`config.mk`:
```
export PLATFORM = sky130hd
export DESIGN_NAME = batcharger_ctrl_flat
export DESIGN_NICKNAME = d
export VERILOG_FILES = /design/src/rtl/batcharger_ctrl_if.sv /design/src/rtl/batcharger_ctrl.sv /design/src/flat_wrapper.sv
export SDC_FILE = /design/constraint.sdc
export NUM_CORES = 1
export LEC_CHECK = 0
export ABC_AREA = 1
export CAP_MARGIN = 15
export CELL_PAD_IN_SITES_DETAIL_PLACEMENT = 0
export CELL_PAD_IN_SITES_GLOBAL_PLACEMENT = 1
export CORE_MARGIN = 2
export CORE_UTILIZATION = 42
export CTS_CLUSTER_DIAMETER = 150
export DETAILED_ROUTE_END_ITERATION = 7
export PLACE_DENSITY = 0.89
export SLEW_MARGIN = 10
export SYNTH_ARGS = -nofsm -noshare
export SYNTH_HDL_FRONTEND = slang
export SYNTH_SLANG_ARGS = --single-unit
export TNS_END_PERCENT = 100
```
`constraint.sdc`:
```
create_clock -name clk -period 9.2 [get_ports clk]
set_input_delay 2.76 -clock clk [delete_from_list [all_inputs] [get_ports clk]]
set_output_delay 2.76 -clock clk [all_outputs]
set_load 0.1 [all_outputs]
```
`src/rtl/batcharger_ctrl_if.sv`:
```
// batcharger_ctrl_if: charger control bus between the controller (slave) and its host/power stage (master)
interface batcharger_ctrl_if #(
  parameter int W = 10
);
  logic         en;
  logic [3:0]   sel;
  logic         sample_valid;
  logic [W-1:0] vbat_adc;
  logic [W-1:0] ibat_adc;
  logic [W-1:0] vtemp_adc;
  logic         tc;
  logic         cc;
  logic         cv;
  logic [W-1:0] iref;
  logic [W-1:0] vref;
  logic         done;
  logic         fault;
  modport master (
    output en, sel, sample_valid, vbat_adc, ibat_adc, vtemp_adc,
    input  tc, cc, cv, iref, vref, done, fault
  );
  modport slave (
    input  en, sel, sample_valid, vbat_adc, ibat_adc, vtemp_adc,
    output tc, cc, cv, iref, vref, done, fault
  );
endinterface

```
`src/rtl/batcharger_ctrl.sv`:
```
// batcharger_ctrl: Li-ion TC/CC/CV charge sequencer with debounce, safety timers, temperature fault and auto-recharge
module batcharger_ctrl #(
  parameter int W        = 10,
  parameter int ICC_STEP = 20,
  parameter int VCUTOFF  = 600,
  parameter int VFULL    = 840,
  parameter int VRECHG   = 800,
  parameter int TMIN     = 100,
  parameter int TMAX     = 400,
  parameter int DEB      = 3,
  parameter int TCW      = 16,
  parameter int TC_MAX   = 1000,
  parameter int CV_MAX   = 5000
) (
  input logic clk,
  input logic rst,
  batcharger_ctrl_if.slave bus
);
  typedef enum logic [2:0] {IDLE, TC, CC, CV, DONE, FAULT} state_t;
  localparam logic [W-1:0] VC  = W'(VCUTOFF);
  localparam logic [W-1:0] VF  = W'(VFULL);
  localparam logic [W-1:0] VR  = W'(VRECHG);
  localparam logic [W-1:0] TLO = W'(TMIN);
  localparam logic [W-1:0] THI = W'(TMAX);
  localparam logic [3:0]   DB  = 4'(DEB);
  localparam logic [TCW:0] TCL = (TCW+1)'(TC_MAX);
  localparam logic [TCW:0] CVL = (TCW+1)'(CV_MAX);
  state_t         state, nxt;
  logic [3:0]     sel_q, nxt_sel, deb_q;
  logic [TCW-1:0] tmr;
  logic [TCW:0]   tmr_inc;
  logic [W+3:0]   mul;
  logic [W-1:0]   icc, iterm;
  logic           hot, qual, deb_hit, clr;
  // sel tracks the input while idle so the value seen on IDLE exit is the one held
  assign nxt_sel = state == IDLE ? bus.sel : sel_q;
  assign mul     = (W+4)'({1'b0, nxt_sel} + 5'd1) * (W+4)'(ICC_STEP);
  assign icc     = |mul[W+3:W] ? '1 : mul[W-1:0];
  assign iterm   = icc >> 4;
  assign tmr_inc = {1'b0, tmr} + (TCW+1)'(1);
  assign hot     = bus.vtemp_adc < TLO || bus.vtemp_adc > THI;
  assign qual    = state == TC   ? bus.vbat_adc >= VC :
                   state == CC   ? bus.vbat_adc >= VF :
                   state == CV   ? bus.ibat_adc < iterm :
                   state == DONE ? bus.vbat_adc < VR : 1'b0;
  assign deb_hit = qual && (deb_q + 4'd1) == DB;
  always_comb begin
    nxt = state;
    if (!bus.en)
      nxt = IDLE;
    else if (bus.sample_valid)
      case (state)
        IDLE:    nxt = bus.vbat_adc < VC ? TC : CC;
        TC:      nxt = hot || tmr_inc == TCL ? FAULT : deb_hit ? CC : TC;
        CC:      nxt = hot ? FAULT : deb_hit ? CV : CC;
        CV:      nxt = hot ? FAULT : deb_hit || tmr_inc == CVL ? DONE : CV;
        DONE:    nxt = deb_hit ? (bus.vbat_adc < VC ? TC : CC) : DONE;
        default: nxt = state;
      endcase
  end
  assign clr = nxt != state || !bus.en;
  always_ff @(posedge clk or posedge rst) begin
    if (rst) begin
      state     <= IDLE;
      sel_q     <= '0;
      deb_q     <= '0;
      tmr       <= '0;
      bus.tc    <= 1'b0;
      bus.cc    <= 1'b0;
      bus.cv    <= 1'b0;
      bus.done  <= 1'b0;
      bus.fault <= 1'b0;
      bus.iref  <= '0;
      bus.vref  <= '0;
    end else begin
      state     <= nxt;
      sel_q     <= nxt_sel;
      deb_q     <= clr ? '0 : bus.sample_valid ? (qual ? deb_q + 4'd1 : '0) : deb_q;
      tmr       <= clr ? '0 : bus.sample_valid && !(&tmr) ? tmr_inc[TCW-1:0] : tmr;
      bus.tc    <= nxt == TC;
      bus.cc    <= nxt == CC;
      bus.cv    <= nxt == CV;
      bus.done  <= nxt == DONE;
      bus.fault <= nxt == FAULT;
      bus.iref  <= nxt == TC ? icc >> 3 : (nxt == CC || nxt == CV) ? icc : '0;
      bus.vref  <= (nxt == TC || nxt == CC || nxt == CV) ? VF : '0;
    end
  end
endmodule

```
`src/flat_wrapper.sv`:
```
// flat-port wrapper written by rule: the top's interface ports become plain ports
module batcharger_ctrl_flat 
#(
  parameter int W        = 10,
  parameter int ICC_STEP = 20,
  parameter int VCUTOFF  = 600,
  parameter int VFULL    = 840,
  parameter int VRECHG   = 800,
  parameter int TMIN     = 100,
  parameter int TMAX     = 400,
  parameter int DEB      = 3,
  parameter int TCW      = 16,
  parameter int TC_MAX   = 1000,
  parameter int CV_MAX   = 5000
)
  (clk, rst, bus_en, bus_sel, bus_sample_valid, bus_vbat_adc, bus_ibat_adc, bus_vtemp_adc, bus_tc, bus_cc, bus_cv, bus_iref, bus_vref, bus_done, bus_fault);
  batcharger_ctrl_if #(.W(W)) bus_i ();
  input logic clk;
  input logic rst;
  input wire logic [$bits(bus_i.en)-1:0] bus_en;
  input wire logic [$bits(bus_i.sel)-1:0] bus_sel;
  input wire logic [$bits(bus_i.sample_valid)-1:0] bus_sample_valid;
  input wire logic [$bits(bus_i.vbat_adc)-1:0] bus_vbat_adc;
  input wire logic [$bits(bus_i.ibat_adc)-1:0] bus_ibat_adc;
  input wire logic [$bits(bus_i.vtemp_adc)-1:0] bus_vtemp_adc;
  output wire logic [$bits(bus_i.tc)-1:0] bus_tc;
  output wire logic [$bits(bus_i.cc)-1:0] bus_cc;
  output wire logic [$bits(bus_i.cv)-1:0] bus_cv;
  output wire logic [$bits(bus_i.iref)-1:0] bus_iref;
  output wire logic [$bits(bus_i.vref)-1:0] bus_vref;
  output wire logic [$bits(bus_i.done)-1:0] bus_done;
  output wire logic [$bits(bus_i.fault)-1:0] bus_fault;
  assign bus_i.en = bus_en;
  assign bus_i.sel = bus_sel;
  assign bus_i.sample_valid = bus_sample_valid;
  assign bus_i.vbat_adc = bus_vbat_adc;
  assign bus_i.ibat_adc = bus_ibat_adc;
  assign bus_i.vtemp_adc = bus_vtemp_adc;
  assign bus_tc = bus_i.tc;
  assign bus_cc = bus_i.cc;
  assign bus_cv = bus_i.cv;
  assign bus_iref = bus_i.iref;
  assign bus_vref = bus_i.vref;
  assign bus_done = bus_i.done;
  assign bus_fault = bus_i.fault;
  batcharger_ctrl #(.W(W), .ICC_STEP(ICC_STEP), .VCUTOFF(VCUTOFF), .VFULL(VFULL), .VRECHG(VRECHG), .TMIN(TMIN), .TMAX(TMAX), .DEB(DEB), .TCW(TCW), .TC_MAX(TC_MAX), .CV_MAX(CV_MAX)) u_core (.clk(clk), .rst(rst), .bus(bus_i));
endmodule
```
# Yosys cells after proc, flatten, opt, wreduce, memory -nomap -nowiden
# Index checks and enable logic that the tools add are counted.
# classes
n_mul	1
order_cmp	7
n_addsub	3
muxes	25
reduce_logical	16
n_eq_ne	13
# ops
op	count
10-bit two-way mux	4
16-bit two-way mux	2
3-bit two-way mux	7
10-bit greater-or-equal comparator, second input constant	2
10-bit less-than comparator, second input constant	2
16-bit by 1-bit adder with 17-bit output, second input constant	1
17-bit by 10-bit == test with 1-bit output, second input constant	1
17-bit by 13-bit == test with 1-bit output, second input constant	1
4-bit two-way mux	4
16-bit AND reduction	1
3-bit one-hot mux with 5 select lines	1
14-bit by 3-bit multiplier with 12-bit output, second input constant	1
3-bit by 2-bit == test with 1-bit output, second input constant	4
10-bit by 9-bit > comparator with 1-bit output, second input constant	1
10-bit by 6-bit less-than comparator with 1-bit output	1
10-bit by 7-bit less-than comparator with 1-bit output, second input constant	1
3-bit == test, second input constant	3
1-bit logical OR	7
3-bit by 1-bit == test with 1-bit output, second input constant	2
4-bit by 1-bit adder with 5-bit output, second input constant	1
1-bit two-way mux	5
4-bit by 1-bit adder with 4-bit output, second input constant	1
4-bit by 2-bit == test with 1-bit output, second input constant	1
2-bit two-way mux	2
6 further kinds	9
# word_totals
output_inout_bits	25
register_bits	52
input_bits	38
elab_cells	76

# Logic depth before layout (Yosys ltp)
# Gate-level depths: netlist of the first run.
# logic_depth
word_depth	21
depth_mapped	35

# Least setup slack after synthesis of the first run
# OpenSTA, ideal clock, no wires.
# synth_path
path_type	input port to flip-flop
from	input bus_sel[0]
to	register u_core.tmr[1]
setup_slack_ns	2.924
stages	29
t_required_ns	9.120
t_arrival_ns	6.196
setup_ns	0.080
n_path_buf	1
path_cell_list	nand3_1 nand2_1 ha_1 xnor2_1 inv_1 ha_1 inv_1 fa_1 nor2_1 o21ai_0 ha_1 nand2_1 inv_1 nand3_1 nor2_1 o21ai_0 and3_2 nand2_2 nand3_4 nand3_4 nand3_1 nand2_2 nand2_2 nand2_4 nor2_1 nor2_2 nand3_2 buf_6 nor3_2
# synth_between
elab_chain_len	19
word_cells_on_any_way	25
cone_classes	1 x add/sub; 1 x mul; 1 x order compare; 1 x eq/ne; 16 x mux; 5 x reduce/logical
# synth_rtl
item	line	rtl
start: declaration	flat_wrapper.sv:21	input wire logic [$bits(bus_i.sel)-1:0] bus_sel;
4-bit two-way mux (*)	batcharger_ctrl.sv:36	assign nxt_sel = state == IDLE ? bus.sel : sel_q;
4-bit by 1-bit adder with 5-bit output (*)	batcharger_ctrl.sv:37	assign mul = (W+4)'({1'b0, nxt_sel} + 5'd1) * (W+4)'(ICC_STEP);
14-bit by 3-bit multiplier with 12-bit output (*)	batcharger_ctrl.sv:37	
4-bit OR reduction	batcharger_ctrl.sv:38	assign icc = |mul[W+3:W] ? '1 : mul[W-1:0];
10-bit two-way mux (*)	batcharger_ctrl.sv:38	
10-bit by 6-bit less-than comparator with 1-bit output (*)	batcharger_ctrl.sv:44	state == CV ? bus.ibat_adc < iterm :
1-bit two-way mux (*)	batcharger_ctrl.sv:44	
1-bit two-way mux (*)	batcharger_ctrl.sv:43	state == CC ? bus.vbat_adc >= VF :
[2 not listed]	n/a	
1-bit logical OR	batcharger_ctrl.sv:56	CV: nxt = hot ? FAULT : deb_hit || tmr_inc == CVL ? DONE : CV;
3-bit two-way mux (2 in a row)	batcharger_ctrl.sv:56	
3-bit one-hot mux with 5 select lines (*)	batcharger_ctrl.sv:52	case (state)
3-bit two-way mux (*)	batcharger_ctrl.sv:51	else if (bus.sample_valid)
3-bit two-way mux (*)	batcharger_ctrl.sv:49	if (!bus.en)
3-bit != test (*)	batcharger_ctrl.sv:61	assign clr = nxt != state || !bus.en;
1-bit logical OR (*)	batcharger_ctrl.sv:61	
16-bit two-way mux or 2-bit nonzero test (tied branches)	n/a	
end signal: assignment	batcharger_ctrl.sv:79	tmr <= clr ? '0 : bus.sample_valid && !(&tmr) ? tmr_inc[TCW-1:0] : tmr;
end: declaration	batcharger_ctrl.sv:30	logic [TCW-1:0] tmr;
# Mark *: on every way between the ends. The rest lies on a longest branch, timed or not.
# A chain may end at the register's enable or synchronous reset.

# Final worst setup path of the first run
# layout_path
from	input bus_sel[1]
to	register u_core.tmr[6]
# layout_between
elab_chain_len	19
word_cells_on_any_way	25
cone_classes	1 x add/sub; 1 x mul; 1 x order compare; 1 x eq/ne; 16 x mux; 5 x reduce/logical
# layout_rtl
item	line	rtl
4-bit two-way mux (*)	batcharger_ctrl.sv:36	
net u_core.nxt_sel[1]	batcharger_ctrl.sv:29	logic [3:0] sel_q, nxt_sel, deb_q;
4-bit by 1-bit adder with 5-bit output (*)	batcharger_ctrl.sv:37	
14-bit by 3-bit multiplier with 12-bit output (*)	batcharger_ctrl.sv:37	
4-bit OR reduction	batcharger_ctrl.sv:38	
10-bit two-way mux (*)	batcharger_ctrl.sv:38	
10-bit by 6-bit less-than comparator with 1-bit output (*)	batcharger_ctrl.sv:44	
1-bit two-way mux (*)	batcharger_ctrl.sv:44	
[3 not listed]	n/a	
1-bit logical OR	batcharger_ctrl.sv:56	
3-bit two-way mux (2 in a row)	batcharger_ctrl.sv:56	
3-bit one-hot mux with 5 select lines (*)	batcharger_ctrl.sv:52	
3-bit two-way mux (*)	batcharger_ctrl.sv:51	
3-bit two-way mux (*)	batcharger_ctrl.sv:49	
3-bit != test (*)	batcharger_ctrl.sv:61	
1-bit logical OR (*)	batcharger_ctrl.sv:61	
16-bit two-way mux or 2-bit nonzero test (tied branches)	n/a	
# Mark *: on every way through the listed nets, which the timed path passes. The rest lies on a longest branch.

==> flow_summary.ini, run 1 <==
[worst_setup_path]
critPathSlowestCell = fa_1
path_delay_family = simple AND/OR/NAND/NOR gates
crit_path_end_kind = register
critPathMaxStageDelay_ns = 0.51
required_ns = 9.41
critPathKind = input pin to register
startpoint_type = input pin
cp_max_fo = 20
worstPathArrival_ns = 7.61
path_buf_inv = 4

[layout]
final_cell_mix = nand2_1, inv_1, clkdlybuf4s50_1
insertedDiodeCount = 0
drive_gt1_share_pct = 17.59
layout.nets = 500
final_common_cell = nand2_1
design_area_um2 = 3900
area_growth_pct = 20.30

[grt]
grt_pass1_vias = 2806
grt_pass1_wl_mm = 12.48
antenna_found_initial = 0
gr-total-overflow = 0
grt_max_degree = 44
grtUsageTotal_pct = 17.98

[cts]
cts.reportedPaths.clkPinSlew_ns = 0.10
cts-root-buf = clkbuf_8
post_cts_resized = 0
clk_path_buf_depth = 2
hold_buffers = 0
clock_latency_ns = 0.31
post-cts-setup-buffers = 0
cts.sinks = 43
numCtsBuffers = 5
h-tree-depth = 2
cts_tree = yes

[power_and_ir_drop]
vdd_drop_max_v = 0.0001535
power.leakage_uw = 0.001796
p_per_area_nw_per_um2 = 186.0

[floorplanning]
ios = 63
die-area_um2 = 8437
start_util_pct = 42.62
die-width_um = 91.86
fp.dieH_um = 91.86
rows = 32
coreArea_um2 = 7607

[detailed_routing]
finalWirelength_mm = 7.213
drt_iter0_markers = 96
via_per_inst = 4.991
drcViolationCount = 0
vias = 2750
drt_pass1_iterations = 4
wire_per_inst_um = 13.09
antenna_left = 0

[timing]
fin_setup_tns_ns = 0
fmax_ghz = 0.1353
setup_viol = 0
rsz0062_at_grt = no
period_needed_ns = 7.391
post-route-period-util_pct = 80.33
max_slew_margin_pct = 34.33
hold_viol_final = 0
slew_viol_final = 0
worst_slew_pin_slew_ns = 0.9820
finalWorstSetupSlack_ns = 1.809
clock_skew_ns = 0.006080

[yosys]
yosys_warnings = 0
ys_types = 41
synth_edf_count = 0
yosys.area.top_type_share_pct = 33.19
synth_top_cell_by_area = dfrtp_1
synth-seq-cells = 43
syn-cell-area_um2 = 3242
avgSynthCellArea_um2 = 8.187
yosysSeqAreaShare_pct = 33.19
synth_ff_type = dfrtp_1
synth_area_leaders = dfrtp_1, nand2_1, nor3_2
synthArstFlopShare_pct = 100.0
syn_inst = 396

[placed_design]
place_ws_ns = 1.473
dpl_cell_area_um2 = 3805
dpl.hpwl_mm = 5.609
place.gp.congestion = 0.9211
port_buffers = 53

[hold_path]
hp-class = register to register

[flow_run]
maxCapViolations = 0

[status]
outcome = complete, no violations
[sequential cells by signal (all words and copies together) (netlist names)]
name              cells
u_core.bus.done       1
u_core.bus.fault      1
u_core.deb_q          4
u_core.bus.cc         1
u_core.bus.vref       1
u_core.state          3
u_core.sel_q          4
u_core.bus.iref      10
u_core.bus.tc         1
u_core.tmr           16
u_core.bus.cv         1
[layout make-up]
cell class | instances | area, um2
repair buffers | 54 | 538.0
flip-flops and latches | 43 | 1076
fillers | 739 | 3707
inverters | 62 | 232.7
well taps | 102 | 127.6
clock buffers | 5 | 68.82
clock inverters | 3 | 26.28
multi-input cells | 282 | 1831
[through the flow]
| stage | cells | utilization (%) | total power [uW] | hold WS [ns] |
|---|---|---|---|---|
| finish | 551 | 51.27 | 725.3 | 0.5487 |
| global route | 551 | 51.27 | 767.4 | 0.5663 |
| CTS | 551 | 51.27 | 729.9 | 0.5548 |
| detailed placement | 543 | 50.02 | 595.0 | 0.5304 |
| global placement | 543 | 50.02 | 586.9 | 0.5199 |
| floorplan | 401 | - | 513.4 | 0.5070 |
[synth_stat cells, types with 2 or more instances]
master and n:
mux2i_1 2, o31ai_1 2, nor4_1 3, nand3_1 18
nor2_4 2, ha_1 13, nor3_2 21, nor3_1 11
nand2_1 66, nand2_2 10, dfrtp_1 43, a21oi_1 9
nor2_2 4, nand2_4 9, xor2_1 17, inv_1 54
buf_6 4, buf_4 9, nand3_2 8, inv_2 8
nand3_4 3, o21a_1 2, nand4_1 8, o21ai_0 26
nor2_1 26, xnor2_1 3
[worst min-delay path: stages (launching register included)]
cell and delay [ns]:
dfrtp_1 0.35, nand2_2 0.07, nand2_4 0.09
[kinds of logic after synthesis]
| family | share of synthesized area [%] |
|---|---|
| buf+inv | 10.92 |
| mux | 0.6175 |
| flops | 33.19 |
| compound gates | 7.950 |
| xor+xnor | 5.403 |
| other cells | 0.1157 |
| simple gates | 36.16 |
| fa+ha+maj | 5.635 |
[power breakdown]
group          total (uW)  switching, uW  internal (uW)
Sequential            219           11.0            208
Clock                 134           77.8           56.0
Combinational         372            264            108
[final timing paths]
check | startpoint | end | slack, ns | cells past startpoint
max in group asynchronous | rst | u_core.tmr[14] | 5.93 | 3
setup reg to reg | u_core.state[1] | u_core.tmr[6] | 3.93 | 30
setup / recovery | bus_sel[1] | u_core.tmr[6] | 1.81 | 29
min in group asynchronous | rst | u_core.tmr[3] | 2.90 | 3
hold / removal | u_core.sel_q[1] | u_core.sel_q[1] | 0.55 | 2
hold reg to reg | u_core.sel_q[1] | u_core.sel_q[1] | 0.55 | 2
[metal layers]
metal,up-vias,part of all wire (%),global-route usage [%]
met3,12,3.2,4.191
met5,-,0,0
met1,1313,42,21.06
met2,50,53,32.23
met4,0,1.7,6.095
li1,1375,-,-
(Power assumes the default switching activity.)
==> inputs of run 2 (changes only) <==
--- a/config.mk
+++ b/config.mk
@@ -10,10 +10,10 @@
 export CELL_PAD_IN_SITES_DETAIL_PLACEMENT = 0
 export CELL_PAD_IN_SITES_GLOBAL_PLACEMENT = 1
 export CORE_MARGIN = 2
-export CORE_UTILIZATION = 42
+export CORE_UTILIZATION = 39
 export CTS_CLUSTER_DIAMETER = 150
 export DETAILED_ROUTE_END_ITERATION = 7
-export PLACE_DENSITY = 0.89
+export PLACE_DENSITY = 0.83
 export SLEW_MARGIN = 10
 export SYNTH_ARGS = -nofsm -noshare
 export SYNTH_HDL_FRONTEND = slang
==> constraint.sdc (replaced) <==
create_clock -name clk -period 7.05 [get_ports clk]
set_input_delay 2.115 -clock clk [delete_from_list [all_inputs] [get_ports clk]]
set_output_delay 2.115 -clock clk [all_outputs]
set_load 0.1 [all_outputs]
==> run 2 against run 1 <==
  * Wire length decreased by 5.4%
  * Worst setup slack lost 1.2 ns
  * Sequential power is 30% higher
  * Total power grew 29%
  * Highest routed layer unchanged
==> flow_summary.ini, run 2 (same netlist as run 1, synthesis figures left out) <==
[timing]
max_slew_margin_pct = 35.03
fin_setup_tns_ns = 0
hold_viol_final = 0
clock_skew_ns = 0.007900
rsz0062_at_grt = no
fmax_ghz = 0.1559
setup_viol = 0
worst_slew_pin_slew_ns = 0.9715
period_needed_ns = 6.413
post-route-period-util_pct = 90.96
slew_viol_final = 0

[placed_design]
port_buffers = 53
dpl.hpwl_mm = 5.386
place.gp.congestion = 0.8595

[worst_setup_path]
r2r_end = u_core.tmr[2]
critPathMaxStageDelay_ns = 0.52
rrSetupSlack_ns = 2.16
path_delay_family = simple AND/OR/NAND/NOR gates
crit_path_end_kind = register
r2r_cells = 29
critPathSlowestCell = fa_1
startpoint_type = input pin
worstPathArrival_ns = 6.59
cp_max_fo = 20
critPathKind = input pin to register
r2r_start = u_core.state[0]
path_buf_inv = 4
required_ns = 7.23
cp_common_cell = nor2_1

[hold_path]
holdPathEnd = u_core.sel_q[1]
min_path_cells = 2
hp-class = register to register
hold_start = u_core.sel_q[1]

[power_and_ir_drop]
intPower_uw = 485.7
p_clk_share_pct = 17.7
p_per_area_nw_per_um2 = 238.5
vdd_drop_max_v = 0.0001995
p_switching_uw = 450.0
power.leakage_uw = 0.001802
pwr-share-comb_pct = 51.8
pwr-share-seq_pct = 30.5
swShare_pct = 48.10

[grt]
gr-total-overflow = 0
grt_max_degree = 44
grt_pass1_wl_mm = 11.78
antenna_found_initial = 0
grt_pass1_vias = 2648
grtUsageTotal_pct = 16.39

[layout]
largest_register_ffs = 16
final_common_cell = nand2_1
reg_top3 = u_core.tmr x16, u_core.bus.iref x10
layout.nets = 501
regMostFlops = u_core.tmr
drive_gt1_share_pct = 17.78
area_growth_pct = 21.00
insertedDiodeCount = 0
final_cell_mix = nand2_1, inv_1, clkdlybuf4s50_1
final_util_pct = 48.22

[cts]
cts_tree = yes
numCtsBuffers = 5
clk_path_buf_depth = 2
clock_latency_ns = 0.30
cts-root-buf = clkbuf_8
post-cts-setup-buffers = 0
hold_buffers = 0
h-tree-depth = 2
post_cts_resized = 0
cts.reportedPaths.clkPinSlew_ns = 0.09
cts.sinks = 43

[detailed_routing]
finalWirelength_mm = 6.820
vias = 2672
drt_pass1_iterations = 5
drt_iter0_markers = 76
antenna_left = 0
wire_per_inst_um = 12.29
drcViolationCount = 0
via_per_inst = 4.814

[floorplanning]
die-width_um = 95.17
die-area_um2 = 9057
fp.dieH_um = 95.17
rows = 33
coreArea_um2 = 8134
start_util_pct = 39.86
ios = 63

[status]
outcome = complete, no violations

[flow_run]
maxCapViolations = 0
-- run 2: cell count changes in the layout (fill, tap and decap cells not counted) --
| cell | previous run | this run |
|---|---|---|
| inv_6 | 2 | 0 |
| clkinvlp_4 | 0 | 1 |
| buf_12 | 0 | 1 |
| clkinv_4 | 1 | 2 |
-- run 2: worst max path at each step --
stage                     startpoint        endpoint  slack [ns]  cells past startpoint
final                     bus_sel[0]   u_core.tmr[2]        0.64                     28
after global routing      bus_sel[0]  u_core.tmr[12]        0.32                     29
after CTS                 bus_sel[0]   u_core.tmr[2]        0.61                     28
after detailed placement  bus_sel[0]   u_core.tmr[2]        0.31                     28
after global placement    bus_sel[1]   u_core.tmr[3]        0.37                     28
after floorplan           bus_sel[0]   u_core.tmr[1]        1.42                     29
-- run 2: stage by stage --
stage	worst slack (ns)	hold WS (ns)	std cells	total power (uW)	area, um2
CTS	0.6148	0.5470	555	944.3	3923
global placement	0.3673	0.5208	547	769.7	3829
global route	0.3176	0.5614	555	999.8	3923
floorplan	1.419	0.5070	401	670.0	3261
finish	0.6370	0.5491	555	935.7	3923
detailed placement	0.3079	0.5251	547	776.2	3829
-- run 2: final cells by class --
| class | count | area (um2) |
|---|---|---|
| inverter | 62 | 232.7 |
| tap | 105 | 131.4 |
| sequential | 43 | 1076 |
| clock inverter | 3 | 25.02 |
| timing repair buffer | 55 | 558.0 |
| multi-input combinational | 282 | 1831 |
| clock buffer | 5 | 68.82 |
| fill | 795 | 4212 |
-- run 2: power groups by stage --
stage	registers, uW	logic [uW]	clock network [uW]
CTS	285	488	171
finish	285	485	166
global placement	290	480	0
global route	288	529	183
detailed placement	290	486	0
floorplan	392	278	0
-- run 2: worst reg2reg max path: cells and delay by family (launching register included) --
kind                       cells  cell delay (ns)
xor gates and xnor gates       1             0.17
DFF                            1             0.47
adders and majority gates      4             1.43
AOI/OAI and AO/OA              2             0.26
buffers and inverters          3             0.24
and+or+nand+nor               19             2.23
-- run 2: metal layers --
| metal | wire length, um | global-route usage, % | vias up |
|---|---|---|---|
| li1 | - | - | 1379 |
| met1 | 2917 | 19.41 | 1235 |
| met2 | 3584 | 29.58 | 50 |
| met3 | 231 | 3.557 | 8 |
| met4 | 85 | 4.831 | 0 |
| met5 | 0 | 0 | - |
==> inputs of run 3 (changes only) <==
--- a/config.mk
+++ b/config.mk
@@ -13,6 +13,7 @@
 export CORE_UTILIZATION = 39
 export CTS_CLUSTER_DIAMETER = 150
 export DETAILED_ROUTE_END_ITERATION = 7
+export MAX_ROUTING_LAYER = met4
 export PLACE_DENSITY = 0.83
 export SLEW_MARGIN = 10
 export SYNTH_ARGS = -nofsm -noshare
==> run 3 against run 2 <==
  * Final cell count did not move
  * Clock skew grew 0.0016 ns
  * Register-to-register slack about the same
  * Flip-flop and latch count did not move
  * Worst setup slack improved by 0.013 ns
  * Total power about the same
  * Count of clock-buffer cells in the layout did not move
  * Clock power hardly changed
  * Via count hardly changed
  * Largest cell class unchanged
  * Fmax up 0.21%
==> flow_summary.ini, run 3 (same netlist as run 1, synthesis figures left out) <==
[cts]
cts.sinks = 43
clk_path_buf_depth = 2
cts_tree = yes
cts.reportedPaths.clkPinSlew_ns = 0.09
clock_latency_ns = 0.30
numCtsBuffers = 5
cts-root-buf = clkbuf_8
hold_buffers = 0
h-tree-depth = 2
post_cts_resized = 0
post-cts-setup-buffers = 0

[worst_setup_path]
critPathKind = input pin to register
worstPathArrival_ns = 6.58
rrSetupSlack_ns = 2.17
r2r_end = u_core.tmr[2]
crit_path_end_kind = register
cp_max_fo = 20
r2r_cells = 29
startpoint_type = input pin
required_ns = 7.23
r2r_start = u_core.state[0]

[power_and_ir_drop]
p_per_area_nw_per_um2 = 238.5
vdd_drop_max_v = 0.0001988
power.leakage_uw = 0.001802
fin_total_pwr_uw = 935.4

[detailed_routing]
via_per_inst = 4.811
antenna_left = 0
wire_per_inst_um = 12.23
vias = 2670
finalWirelength_mm = 6.787
drcViolationCount = 0
drt_iter0_markers = 78
drt_pass1_iterations = 5

[floorplanning]
die-width_um = 95.17
rows = 33
start_util_pct = 39.86
coreArea_um2 = 8134
ios = 63
die-area_um2 = 9057
fp.dieH_um = 95.17

[layout]
final_util_pct = 48.22
regMostFlops = u_core.tmr
fill_cells = 795
layout.nets = 501
multi_input_comb_area_um2 = 1831
final_common_cell = nand2_1
largest_register_ffs = 16
final_cell_mix = nand2_1, inv_1, clkdlybuf4s50_1
insertedDiodeCount = 0
area_growth_pct = 21.00
regArea_um2 = 1076
drive_gt1_share_pct = 17.78
reg_top3 = u_core.tmr x16, u_core.bus.iref x10

[hold_path]
min_path_cells = 2
hp-class = register to register
hold_start = u_core.sel_q[1]
holdPathEnd = u_core.sel_q[1]

[timing]
setup_viol = 0
fin_worst_hold_slack_ns = 0.5412
rsz0062_at_grt = no
clock_skew_ns = 0.009504
fmax_ghz = 0.1563
post-route-period-util_pct = 90.78
max_slew_margin_pct = 34.93
slew_viol_final = 0
fin_setup_tns_ns = 0
hold_viol_final = 0
period_needed_ns = 6.400
worst_slew_pin_slew_ns = 0.9730

[grt]
grt_pass1_wl_mm = 11.76
grtUsageTotal_pct = 16.81
antenna_found_initial = 0
gr-total-overflow = 0
grt_max_degree = 44
grt_pass1_vias = 2656

[status]
outcome = complete, no violations

[flow_run]
maxCapViolations = 0

[placed_design]
dpl.hpwl_mm = 5.386
place.gp.congestion = 0.8734
port_buffers = 53
[run 3: cell counts in the layout (fill, tap and decap cells not counted)]
Identical to the previous run, type by type.
[run 3: layer usage]
layer,vias to the layer above,track usage (%),share of wire (%)
met5,-,-,0
met3,12,2.688,2.8
met1,1235,19.66,43
met4,0,5.193,1.6
li1,1378,-,-
met2,45,29.58,52
[run 3: worst max-delay path by stage]
stage	startpoint	end	slack, ns	cells past startpoint
finish	bus_sel[0]	u_core.tmr[2]	0.65	28
global route	bus_sel[0]	u_core.tmr[12]	0.31	29
CTS	bus_sel[0]	u_core.tmr[2]	0.61	28
detailed placement	bus_sel[0]	u_core.tmr[2]	0.31	28
global placement	bus_sel[1]	u_core.tmr[3]	0.37	28
floorplan	bus_sel[0]	u_core.tmr[1]	1.42	29
[run 3: metrics by stage]
stage	instances	cell area [um2]	setup slack, ns
after floorplan	401	3261	1.419
after global placement	547	3829	0.3673
after detailed placement	547	3829	0.3079
after CTS	555	3923	0.6148
after global routing	555	3923	0.3141
final	555	3923	0.6501
[run 3: final cells by class]
class | instances | area share, %
Clock inverter | 3 | 0.6380
Multi-Input combinational cell | 282 | 46.67
Inverter | 62 | 5.933
Clock buffer | 5 | 1.754
Timing Repair Buffer | 55 | 14.23
Tap cell | 105 | 3.349
Sequential cell | 43 | 27.43
[run 3: power breakdown]
part           switching [uW]  leakage, uW  total, uW  internal (uW)
combinational             341      0.00118        484            143
sequential               13.7     0.000581        285            272
clock                    95.3    0.0000443        166           70.9
total                     450      0.00180        935            486
[run 3: critical path, cell delays in order]
cell and delay [ns]:
clkdlybuf4s50_1 0.47, nand3_1 0.14, nand2_1 0.11, ha_1 0.20, xnor2_1 0.13, inv_1 0.10, ha_1 0.32, inv_1 0.07
fa_1 0.52, nor2_1 0.13, o21ai_0 0.17, ha_1 0.36, nand2_1 0.05, inv_1 0.07, nand3_1 0.08, nor2_1 0.10
o21ai_0 0.10, and3_2 0.19, nand2_2 0.09, nand3_4 0.10, nand4_1 0.12, nor2_1 0.06, nor2_1 0.11, nand3_2 0.12
nand2_4 0.12, nand2_2 0.07, nand2_4 0.29, nor3_2 0.10
